$ cat src/rtl/press_classifier.sv
// rtl/press_classifier.sv - classifies debounced presses into short, long and double events.
// Times each hold and each inter-press gap; every output is registered.
module press_classifier #(
   parameter int CNT_W       = 16,
   parameter int LONG_CYCLES = 16,
   parameter int GAP_CYCLES  = 8
) (
   input  logic             clock,
   input  logic             reset,
   input  logic             clean,
   output logic             short_press,
   output logic             long_press,
   output logic             double_press,
   output logic             long_hold,
   output logic [CNT_W-1:0] press_len,
   output logic             busy
);

   localparam logic [1:0] IDLE = 2'd0;
   localparam logic [1:0] HELD = 2'd1;
   localparam logic [1:0] GAP  = 2'd2;

   localparam logic [CNT_W-1:0] CNT_MAX = '1;
   localparam logic [CNT_W-1:0] ONE     = CNT_W'(1);
   localparam logic [CNT_W-1:0] LONG_V  = CNT_W'(LONG_CYCLES);
   localparam logic [CNT_W-1:0] GAP_V   = CNT_W'(GAP_CYCLES);

   logic [1:0]       state;
   logic             clean_d;
   logic             second;
   logic [CNT_W-1:0] hcnt;
   logic [CNT_W-1:0] gcnt;
   logic [CNT_W-1:0] plen_q;
   logic             rise;
   logic             fall;

   assign rise = clean & ~clean_d;
   assign fall = ~clean & clean_d;

   // clean_d resets high so a button held across reset release does not look like a new press
   always_ff @(posedge clock or negedge reset) begin
      if (!reset) begin
         state        <= IDLE;
         busy         <= 1'b0;
         clean_d      <= 1'b1;
         second       <= 1'b0;
         hcnt         <= '0;
         gcnt         <= '0;
         plen_q       <= '0;
         press_len    <= '0;
         short_press  <= 1'b0;
         long_press   <= 1'b0;
         double_press <= 1'b0;
         long_hold    <= 1'b0;
      end else begin
         clean_d      <= clean;
         short_press  <= 1'b0;
         long_press   <= 1'b0;
         double_press <= 1'b0;
         long_hold    <= 1'b0;
         case (state)
            IDLE: begin
               if (rise) begin
                  state  <= HELD;
                  busy   <= 1'b1;
                  hcnt   <= ONE;
                  second <= 1'b0;
               end
            end
            HELD: begin
               if (fall) begin
                  if (second) begin
                     double_press <= 1'b1;
                     press_len    <= hcnt;
                     state        <= IDLE;
                     busy         <= 1'b0;
                  end else if (hcnt >= LONG_V) begin
                     long_press <= 1'b1;
                     press_len  <= hcnt;
                     state      <= IDLE;
                     busy       <= 1'b0;
                  end else begin
                     plen_q <= hcnt;
                     gcnt   <= ONE;
                     state  <= GAP;
                  end
               end else begin
                  if (hcnt != CNT_MAX) hcnt <= hcnt + ONE;
                  // LONG_CYCLES is below CNT_MAX, so this step is always a real increment
                  if (!second && hcnt == LONG_V - ONE) long_hold <= 1'b1;
               end
            end
            GAP: begin
               if (rise) begin
                  state  <= HELD;
                  hcnt   <= ONE;
                  second <= 1'b1;
               end else if (gcnt == GAP_V) begin
                  short_press <= 1'b1;
                  press_len   <= plen_q;
                  state       <= IDLE;
                  busy        <= 1'b0;
               end else begin
                  gcnt <= gcnt + ONE;
               end
            end
            default: begin
               state <= IDLE;
               busy  <= 1'b0;
            end
         endcase
      end
   end

endmodule

$ cat config.mk
export PLATFORM = sky130hd
export DESIGN_NAME = press_classifier
export DESIGN_NICKNAME = d
export VERILOG_FILES = /design/src/rtl/press_classifier.sv
export SDC_FILE = /design/constraint.sdc
export NUM_CORES = 1
export LEC_CHECK = 0
export ABC_AREA = 1
export CAP_MARGIN = 30
export CORE_MARGIN = 5
export CORE_UTILIZATION = 45
export CTS_CLUSTER_SIZE = 40
export DETAILED_ROUTE_END_ITERATION = 16
export MAX_ROUTING_LAYER = met4
export SLEW_MARGIN = 40
export SYNTH_ARGS = -nofsm -noshare
export SYNTH_HDL_FRONTEND = slang
export SYNTH_SLANG_ARGS = --single-unit
$ cat constraint.sdc
create_clock -name clock -period 3.2 [get_ports clock]
set_input_delay 0.64 -clock clock [delete_from_list [all_inputs] [get_ports clock]]
set_output_delay 0.64 -clock clock [all_outputs]
set_load 0.01 [all_outputs]
# Word level (Yosys, flattened, before mapping)
# Index checks and enable logic that the tools add are counted.
[word_totals]
inputBits = 3
regBits = 73
output_inout_bits = 21
wordCells = 98
[op_classes]
mux = 45
reduce_logical = 14
bitwise = 6
n_eq_ne = 18
addsub = 2
n_lt_le_gt_ge = 1
[ops]
columns = ["op", "count"]
rows = [
  ["$mux 16", 13],
  ["$pmux 16 s2", 3],
  ["$add 16x1->16 const B", 2],
  ["$eq 16x4->1 const B", 2],
  ["$mux 1", 20],
  ["$ne 2x2->1 const B", 10],
  ["$ge 16x5->1 const B", 1],
  ["$ne 16x16->1 const B", 1],
  ["$mux 2", 6],
  ["$reduce_and 5->1", 2],
  ["$reduce_and 4->1", 2],
  ["$ne 3x3->1 const B", 2],
  ["$pmux 2 s3", 1],
  ["$reduce_and 3->1", 2],
  ["$reduce_and 6->1", 1],
  ["$reduce_bool 2->1", 3],
  ["$not 1->1", 4],
  ["$pmux 1 s3", 1],
  ["$and 1x1->1", 2],
  ["$eq 2x1->1 const B", 1],
  ["$eq 2x2->1 const B", 1],
  ["$logic_not 2->1", 1],
  ["$ne 2x1->1 const B", 1],
  ["$pmux 1 s2", 1],
  ["other kinds (3)", 3],
]

# Depth between registers and ports, before layout
# Gate-level depths: netlist (run 1).
[depth]
word_depth = 5
depth_mapped = 11
ltp_nobuf = 10

# Least setup slack after synthesis (run 1)
# OpenSTA, ideal clock, no wires.
[synth_path]
kind = "in2reg"
start = "in clean"
end = "reg gcnt[11]"
stages = 10
path_buffers = 1
arrival_ps = 1556
required_time_ps = 3084
setup_time_ps = 116
setup_slack_ps = 1528
path_cell_list = "inv_1 -> nor2_1 -> nand2_1 -> nand2_4 -> nor2_4 -> nand3_4 -> inv_4 -> buf_8 -> nand2_1 -> nand2_1"
[synth_between]
elab_chain_len = 4
elab_cells_between_ends = 6
cone_classes = "eq/ne (2); bitwise (3); reduce/logical (1)"
[synth_rtl]
columns = ["element", "line", "text"]
rows = [
  ["from (decl)", "10", "input logic clean,"],
  ["$not 1->1", "38", "assign fall = ~clean & clean_d;"],
  ["$and 1x1->1", "38", ""],
  ["$ne 2x2->1 (no line)", "-", ""],
  ["$reduce_and 6->1 (no line) *", "-", ""],
  ["to (signal assigned)", "104", "gcnt <= gcnt + ONE;"],
  ["to (decl)", "32", "logic [CNT_W-1:0] gcnt;"],
]
# Mark *: on every way between the ends. The rest lies on a longest branch, timed or not.
# A chain may end at the register's enable or synchronous reset.

# Final worst setup path (run 1)
[layout_path]
start = "reg state[0]"
end = "reg press_len[0]"
[layout_between]
elab_chain_len = 3
elab_cells_between_ends = 9
cone_classes = "eq/ne (6); mux (1); reduce/logical (2)"
[layout_rtl]
columns = ["element", "line", "text"]
rows = [
  ["from (decl)", "28", "logic [1:0] state;"],
  ["from (signal assigned)", "43", "state <= IDLE;"],
  ["from (signal assigned)", "64", "state <= HELD;"],
  ["from (signal assigned)", "75", "state <= IDLE;"],
  ["$eq 2x1->1 or $eq 2x2->1 (tied branches)", "61", "case (state)"],
  ["$ne 3x3->1 (no line), or another cell as far along", "-", ""],
  ["$reduce_and 5->1 (no line)", "-", ""],
  ["to (signal assigned)", "74", "press_len <= hcnt;"],
  ["to (signal assigned)", "79", "press_len <= hcnt;"],
  ["to (signal assigned)", "100", "press_len <= plen_q;"],
  ["to (decl)", "15", "output logic [CNT_W-1:0] press_len,"],
]
# Parallel ways exist; a longest one is shown, timed or not.

==> flow_summary_export.csv, run 1 <==
group,metric,value,unit
cts,tritoncts,"yes",
power,p_leak,2.162,nW
drt,final_antenna_net_count,0,
final_layout,fillers,842,
final_layout,nets,564,
synth,syn_area_per_cell,7.565,um^2
worst_setup_path,cp-start-kind,"flip-flop",
cts,post_cts_buffers,0,
die,die_area,0.01103,mm^2
cts,cts_max_level,3,
worst_setup_path,crit_path_max_fanout,20,
cts,insertion_delay,0.35,ns
cts,postCtsResizedCells,0,
placement,post-dp-hpwl,6451,um
die,die_h,105.0,um
synth,ys_seq_area_share,45.00,%
cts,cts.reportedPaths.clkPinSlew,0.08,ns
die,initial_utilization,46.36,%
placement,place_congestion,0.9006,
synth,synth_edf_count,0,
synth,syn_area,0.004063,mm^2
placement,io_buffers,23,
synth,synth_top_area_share,44.35,%
global_route,grt_util_all_layers,18.07,%
drt,wire_per_inst,13.72,um
synth,synth_cells,537,
outcome,status,"finished clean",
synth,syn-num-nets,544,
die,die_x,105.0,um
drt,finalWirelength,9192,um
final_layout,drive_gt1_share,9.431,%
drt,first_iter_violations,188,
worst_setup_path,cp_data_required_time,3.43,ns
synth,yosysUniqueCellTypes,36,
drt,dr_total_vias,3337,
die,io_pins,24,
global_route,grt-ovfl-total,0,
power,peakVddDrop,0.2652,mV
worst_setup_path,crit_type,"reg -> reg",
die,core-area,0.008763,mm^2
sta,rsz0062_at_grt,"no",
global_route,grt_first_pass_wirelength,16080,um
synth,async_reset_ff_share,100.0,%
synth,synth_top_cell_by_area,"dfrtp_1",
synth,synthFlopType,"dfrtp_1",
global_route,grt_max_degree,74,
cts,root_buffer,"clkbuf_8",
cts,ctsHoldBuffers,0,
synth,yosysMostFrequentCell,"nand2_1",
synth,ys_ff_latch,73,
sta,worstMarginPinSlew,0.6700,ns
drt,drcViolationCount,0,
synth,yosysWarnings,0,
sta,finalSetupTns,0,ns
synth,yosys-top-cells-area,"dfrtp_1, nand2_1, nor2_1",
sta,fin_crit_sh,66.44,%
final_layout,area_growth_syn_to_layout,11.58,%
sta,fmax,470.3,MHz
drt,vias_per_cell,4.981,
global_route,grt_pass1_vias,3318,
sta,drv_slew,0,
sta,fin_skew,0.01121,ns
sta,final.setup.worst_slack,1.074,ns
final_layout,diodes,0,
drt,first_pass_iters,5,
cts,clock-sinks,73,
worst_setup_path,arrival,2.35,ns
placement,dp_slack,0.8188,ns
cts,cts_buffer_depth,2,
job,max_cap_violations,0,
sta,max_slew_margin,55.33,%
synth,synth_common_cells,"nand2_1, dfrtp_1, nor2_1, inv_1, o21ai_0",
sta,timing_hold_violations_final,0,
global_route,antenna_found_initial,0,
die,fp-row-count,34,
hold_path,hp-class,"in -> async",
worst_setup_path,critPathCaptureType,"flip-flop",
sta,period_needed,2.126,ns
power,power.density,595.4,mW/mm^2
cts,cts_buffers,9,
sta,setup_viol_count_final,0,
sequential cells by signal, summed over array words and instances (netlist names):
name,count
busy,1
clean_d,1
double_press,1
gcnt,16
hcnt,16
long_hold,1
long_press,1
plen_q,16
press_len,16
second,1
short_press,1
state,2
worst max-delay path, stage by stage (launching register included):
cell     delay [ns]
dfrtp_1        0.37
buf_4          0.20
nor2_2         0.11
buf_4          0.23
inv_2          0.18
nand2_2        0.36
nand4_4        0.34
nand2_1        0.15
nand2_1        0.06
logic make-up after synthesis:
family / share of synthesized area, %
compound gates: 6.929
xor+xnor: 2.803
fa+ha+maj: 1.232
buf+inv: 8.653
flops: 45.00
simple gates: 35.39
path summary, 6_finish.rpt:
| kind | startpoint | end | slack, ns | depth (start not counted) |
|---|---|---|---|---|
| max | state[0] | press_len[0] | 1.07 | 8 |
| min | reset | gcnt[15] | 0.29 | 1 |
| max reg2reg | state[0] | press_len[0] | 1.07 | 8 |
| min reg2reg | plen_q[5] | plen_q[5] | 0.47 | 2 |
| max in group asynchronous | reset | press_len[0] | 2.43 | 1 |
| min in group clock | plen_q[5] | plen_q[5] | 0.47 | 2 |
power breakdown:
part / leakage [nW] / switching, mW / internal [mW]
Sequential: 0.999 / 0.0787 / 1.02
Clock: 0.0985 / 0.359 / 0.383
Combinational: 1.06 / 0.629 / 0.234
routing by layer:
metal,vias to the layer above,GRT usage (%),share of wire (%)
li1,1750,-,-
met1,1532,25.57,51
met2,49,26.03,44
met3,6,3.329,4.3
met4,0,6.210,0.83
met5,-,-,0
cell type report:
| class | count | area, um^2 | share of cell area [%] |
|---|---|---|---|
| Multi-Input combinational cell | 388 | 1883 | 41.54 |
| Sequential cell | 73 | 1828 | 40.33 |
| Timing Repair Buffer | 27 | 261.5 | 5.769 |
| Inverter | 58 | 220.2 | 4.858 |
| Clock buffer | 10 | 137.6 | 3.036 |
| Tap cell | 108 | 135.1 | 2.981 |
| Clock inverter | 6 | 67.56 | 1.490 |
per-stage QoR:
step	cell area, um^2	util, %	instances	total power, mW	hold slack, ns
detailed placement	4328	49.39	654	1.984	0.4517
floorplan	4063	-	537	1.793	0.3444
CTS	4533	51.73	670	2.731	0.3361
global route	4533	51.73	670	2.888	0.3744
finish	4533	51.73	670	2.699	0.2939
global placement	4324	49.34	654	1.967	0.4482
cells in the final DEF (no fill, tap or decap), types with 2 or more instances in the layout:
cell type,instances
clkbuf_8,10
o21ai_2,6
clkdlybuf4s50_1,22
nand2_2,5
inv_2,4
ha_1,4
nor2_4,3
clkinv_4,2
clkinvlp_4,2
o21ai_0,36
dfrtp_1,72
nor2_1,58
nand2_1,179
buf_4,4
nand3_1,32
o21ai_1,4
nand4_1,26
nor3_1,5
nand2_4,2
xor2_1,12
inv_1,53
nor2_2,5
(Power assumes the default switching activity.)
==> inputs of run 2 (changes only) <==
- clock period: 3.2 -> 2.05 ns (I/O delays scaled with it)
==> run 2 against run 1 <==
  * Non-clock buffer count grew 10
  * Power grew 70%
  * Via count grew 3.8%
  * Combinational power grew 87%
  * Maximum frequency grew 16%
  * Utilization grew 1.8 points
  * Wire length grew 6.5%
  * Flip-flop and latch count is the same
  * Highest routed layer unchanged
  * Count of clock-buffer cells in the layout shrank 1
  * First-iteration DRC count grew 15%
  * Design area grew 3.4%
  * Sequential share of layout area shrank 1.3 points
  * Critical endpoint is now press_len[4]
  * The flow now finishes with violations (hold timing)
==> flow_summary_export.csv, run 2 (same netlist as run 1, synthesis figures left out) <==
group,metric,value,unit
drt,first_pass_iters,5,
placement,post-dp-hpwl,6726,um
placement,dpl.cell_count,664,
cts,insertion_delay,0.35,ns
hold_path,hp-class,"in -> async",
cts,cts_max_level,3,
global_route,antenna_found_initial,0,
die,core-area,0.008763,mm^2
drt,maxUsedRoutingLayer,"met4",
sta,rsz0062_at_grt,"no",
cts,post_cts_buffers,0,
worst_setup_path,cpMostUsedCell,"nand2_1",
die,die_x,105.0,um
placement,place_congestion,0.8814,
placement,io_buffers,23,
worst_setup_path,cp_cell_sequence,"inv_1 -> ha_1 -> nand3_1 -> nor2_1 -> nand2_2 -> nand2_4 -> nand4_4 -> nand2_1 -> nand2_1",
sta,max_slew_margin,69.76,%
drt,first_iter_violations,217,
sta,finalSetupTns,0,ns
die,initial_utilization,46.36,%
worst_setup_path,arrival,2.06,ns
cts,cts_buffer_depth,2,
global_route,grt_max_degree,42,
cts,tritoncts,"yes",
final_layout,fin_cells,681,
final_layout,drive_gt1_share,11.52,%
drt,dr_total_vias,3464,
final_layout,final_common_cell,"nand2_1",
final_layout,diodes,0,
die,fp-row-count,34,
worst_setup_path,cp-start-kind,"flip-flop",
cts,cts.reportedPaths.clkPinSlew,0.08,ns
global_route,grt_pass1_vias,3386,
drt,drcViolationCount,0,
worst_setup_path,crit_type,"reg -> reg",
worst_setup_path,crit_path_max_fanout,8,
placement,postPlaceCellArea,0.004437,mm^2
drt,m1WireLength,5079,um
sta,setup_viol_count_final,0,
final_layout,area_growth_syn_to_layout,15.37,%
cts,root_buffer,"clkbuf_8",
worst_setup_path,critPathCaptureType,"flip-flop",
sta,fmax,545.9,MHz
cts,clock-sinks,73,
sta,worstMarginPinSlew,0.4536,ns
outcome,status,"finished with violations",
drt,vias_per_cell,5.087,
sta,fin_hold_ws,-0.0006045,ns
final_layout,final_cell_mix,"nand2_1, dfrtp_1, nor2_1",
drt,wl_met3,320,um
outcome,violations,"hold timing",
drt,route.met2.wl,4211,um
final_layout,fillers,833,
final_layout,finalInstanceArea,0.004687,mm^2
cts,cts_buffers,9,
worst_setup_path,crit_family,"simple AND/OR/NAND/NOR gates",
power,power.density,977.0,mW/mm^2
worst_setup_path,ff2ff_setup_slack,0.22,ns
global_route,grt_util_all_layers,18.80,%
sta,drv_slew,0,
worst_setup_path,critPathBufInv,1,
die,die_area,0.01103,mm^2
global_route,grt-ovfl-total,0,
power,finalPower,4.579,mW
job,max_cap_violations,0,
global_route,grt_first_pass_wirelength,16500,um
sta,timing_hold_violations_final,1,
worst_setup_path,cp_data_required_time,2.28,ns
die,die_h,105.0,um
sta,fin_skew,0.01028,ns
sta,period_needed,1.832,ns
power,p_leak,2.240,nW
drt,finalWirelength,9794,um
drt,wire_per_inst,14.38,um
power,peakVddDrop,0.4053,mV
worst_setup_path,critical-path-slowest-cell,"dfrtp_1",
die,io_pins,24,
drt,final_antenna_net_count,0,
final_layout,nets,575,
sta,fin_crit_sh,89.36,%
worst_setup_path,cpPeakStageDelay,0.43,ns
[run 2: cell type report]
cell class	instances	area, um^2	share of cell area (%)
multi-input cells	389	1914	40.84
flip-flops and latches	73	1828	39.00
repair buffers	37	370.4	7.902
inverters	58	220.2	4.698
well taps	108	135.1	2.883
clock buffers	9	123.9	2.643
clock inverters	7	95.09	2.029
[run 2: path summary, 6_finish.rpt]
path,from,to,cells after the start
worst max-delay path,gcnt[0],press_len[4],9
worst min-delay path,reset,long_hold,1
worst max register to register,gcnt[0],press_len[4],9
worst min register to register,plen_q[4],plen_q[4],2
max in group asynchronous,reset,hcnt[6],2
min in group clock,plen_q[4],plen_q[4],2
[run 2: metrics by stage]
step | setup WS (ns) | utilization, % | hold slack [ns]
3_3_place_gp | 0.03026 | 50.63 | 0.3919
4_1_cts | 0.1155 | 53.13 | 0.01115
5_1_grt | 0.04763 | 53.48 | 0.03846
2_1_floorplan | 0.4852 | - | 0.1144
6_report | 0.2182 | 53.48 | -0.0006045
3_5_place_dp | -0.01326 | 50.63 | 0.3938
[run 2: routing by layer]
| layer | track usage [%] | up-vias |
|---|---|---|
| met5 | - | - |
| met4 | 6.758 | 0 |
| met3 | 2.836 | 16 |
| met2 | 26.39 | 70 |
| met1 | 27.44 | 1607 |
| li1 | - | 1771 |
[run 2: repair_timing]
action | in CTS | in global routing
hold buffers | 0 | 0
endpoints found under the setup margin | 0 | 16
resized for setup | 0 | 4
[run 2: where the power goes]
| group | total [mW] | internal (mW) | leakage, nW | switching [mW] |
|---|---|---|---|---|
| clock | 1.26 | 0.685 | 0.109 | 0.572 |
| sequential | 1.71 | 1.59 | 0.999 | 0.129 |
| combinational | 1.61 | 0.524 | 1.13 | 1.08 |
| total | 4.58 | 2.79 | 2.24 | 1.78 |
[run 2: worst register-to-register path: cells and delay by family (launching register included)]
kind / cells / cell delay [ns]
adders and majority gates: 1 / 0.15
buffers and inverters: 1 / 0.11
DFF: 1 / 0.43
and+or+nand+nor: 7 / 1.04
==> inputs of run 3 (changes only) <==
- CTS_BUF_LIST: not set -> sky130_fd_sc_hd__clkbuf_16
==> run 3 against run 2 <==
  * The flow now finishes without violations
  * Combinational power about the same
  * Maximum frequency up 0.77%
  * Clock power up 34%
  * Setup slack better by 0.014 ns
  * Hold slack better by 0.019 ns
  * Power up 9.6%
  * Critical path depth unchanged
  * Flip-flop and latch count unchanged
  * Via count up 0.89%
  * Largest power group unchanged
  * Highest routed layer unchanged
  * Design area up 2.2%
  * Utilization up 1.2 points
==> flow_summary_export.csv, run 3 (same netlist as run 1, synthesis figures left out) <==
group,metric,value,unit
sta,max_slew_margin,69.88,%
power,peakVddDrop,0.4495,mV
final_layout,nets,575,
worst_setup_path,cpMostUsedCell,"nand2_1",
worst_setup_path,critPathCaptureType,"flip-flop",
global_route,grt_pass1_vias,3427,
die,core-area,0.008763,mm^2
cts,tritoncts,"yes",
worst_setup_path,critical-path-slowest-cell,"dfrtp_1",
sta,drv_slew,0,
drt,finalWirelength,9908,um
cts,insertion_delay,0.33,ns
worst_setup_path,critPathBufInv,1,
final_layout,area_growth_syn_to_layout,17.86,%
worst_setup_path,cp-start-kind,"flip-flop",
worst_setup_path,r2r_start,"gcnt[0]",
power,clkPwrFrac,33.6,%
placement,dp_slack,-0.01326,ns
sta,fin_crit_sh,88.67,%
worst_setup_path,endpoint,"press_len[4]",
power,p_int,3.177,mW
placement,place_congestion,0.8814,
sta,period_needed,1.818,ns
drt,wire_per_inst,14.55,um
die,die_h,105.0,um
cts,cts_max_level,3,
cts,post_cts_buffers,0,
drt,vias_per_cell,5.132,
power,p_leak,2.286,nW
die,initial_utilization,46.36,%
cts,ctsHoldBuffers,0,
cts,cts_buffers,9,
drt,dr_total_vias,3495,
placement,postPlaceCellArea,0.004437,mm^2
worst_setup_path,r2r_end,"press_len[4]",
power,power.density,1048,mW/mm^2
power,switchingPower,1.844,mW
cts,cts_buffer_depth,2,
sta,fin_skew,0.007025,ns
placement,post-dp-hpwl,6726,um
global_route,antenna_found_initial,0,
die,die_x,105.0,um
drt,first_pass_iters,4,
global_route,grt_first_pass_wirelength,16760,um
worst_setup_path,crit_path_start,"gcnt[0]",
cts,clock-sinks,73,
job,max_cap_violations,0,
final_layout,final_cell_mix,"nand2_1, dfrtp_1, nor2_1",
sta,worstMarginPinSlew,0.4518,ns
final_layout,fin_util,54.64,%
worst_setup_path,crit_path_max_fanout,8,
cts,cts.reportedPaths.clkPinSlew,0.06,ns
sta,final.setup.worst_slack,0.2323,ns
final_layout,finalInstanceArea,0.004788,mm^2
final_layout,final_common_cell,"nand2_1",
final_layout,drive_gt1_share,11.52,%
sta,timing_hold_violations_final,0,
worst_setup_path,ff2ff_path_depth,9,
cts,root_buffer,"clkbuf_16",
die,io_pins,24,
sta,fmax,550.1,MHz
worst_setup_path,cp.depth,9,
worst_setup_path,crit_family,"simple AND/OR/NAND/NOR gates",
placement,io_buffers,23,
sta,setup_viol_count_final,0,
power,combinationalPowerShare,32.2,%
cts,postCtsResizedCells,0,
global_route,grt_max_degree,42,
hold_path,hp-class,"in -> async",
final_layout,fillers,820,
die,fp-row-count,34,
final_layout,diodes,0,
worst_setup_path,cpPeakStageDelay,0.42,ns
die,die_area,0.01103,mm^2
sta,rsz0062_at_grt,"no",
worst_setup_path,cp_cell_sequence,"inv_1 -> ha_1 -> nand3_1 -> nor2_1 -> nand2_2 -> nand2_4 -> nand4_4 -> nand2_1 -> nand2_1",
drt,drcViolationCount,0,
worst_setup_path,ff2ff_setup_slack,0.23,ns
drt,final_antenna_net_count,0,
drt,first_iter_violations,207,
outcome,status,"finished clean",
global_route,grt_util_all_layers,19.02,%
worst_setup_path,crit_type,"reg -> reg",
power,seq_power_share,34.2,%
worst_setup_path,cp_data_required_time,2.27,ns
worst_setup_path,arrival,2.03,ns
global_route,grt-ovfl-total,0,
power,switching_share,36.72,%
run 3: how the worst min path moves through the flow:
stage	startpoint	end	cells after the start
2_1_floorplan	reset	busy	0
3_5_place_dp	reset	long_hold	1
5_1_grt	reset	long_hold	1
6_report	reset	long_hold	1
3_3_place_gp	reset	long_hold	1
4_1_cts	reset	long_hold	1
run 3: metal layers:
metal | part of all wire (%) | track usage, % | vias to the layer above
li1 | - | - | 1780
met4 | 1.6 | 6.941 | 0
met2 | 43 | 27.38 | 88
met5 | 0 | - | -
met3 | 4.8 | 2.959 | 13
met1 | 51 | 27.08 | 1614
run 3: cell type report:
| cell class | count | area, um^2 | share of cell area, % |
|---|---|---|---|
| clock buffer | 9 | 225.2 | 4.703 |
| clock inverter | 7 | 95.09 | 1.986 |
| inverter | 58 | 220.2 | 4.599 |
| multi-input combinational | 389 | 1914 | 39.98 |
| sequential | 73 | 1828 | 38.18 |
| tap | 108 | 135.1 | 2.822 |
| timing repair buffer | 37 | 370.4 | 7.735 |
run 3: worst register-to-register path: cells and delay by family, from the launching register on:
kind | cells | cell delay [ns]
AND/OR/NAND/NOR | 7 | 1.03
flip-flops | 1 | 0.42
buffers and inverters | 1 | 0.10
adder cells (fa/ha/maj) | 1 | 0.15
run 3: per-stage QoR:
step,instances,hold WS [ns],power [mW],setup TNS (ns)
finish,681,0.01833,5.020,0
global route,681,0.06347,5.329,0
CTS,680,0.03376,4.954,0
global placement,664,0.3919,3.238,0
floorplan,537,0.1144,2.799,0
detailed placement,664,0.3938,3.254,-0.01960
run 3: power by group through the flow:
stage | sequential, mW | combinational (mW) | clock (mW)
3_5_place_dp | 1.74 | 1.51 | 0
6_report | 1.72 | 1.62 | 1.69
5_1_grt | 1.74 | 1.79 | 1.80
4_1_cts | 1.72 | 1.52 | 1.71
2_1_floorplan | 1.72 | 1.07 | 0
3_3_place_gp | 1.74 | 1.50 | 0
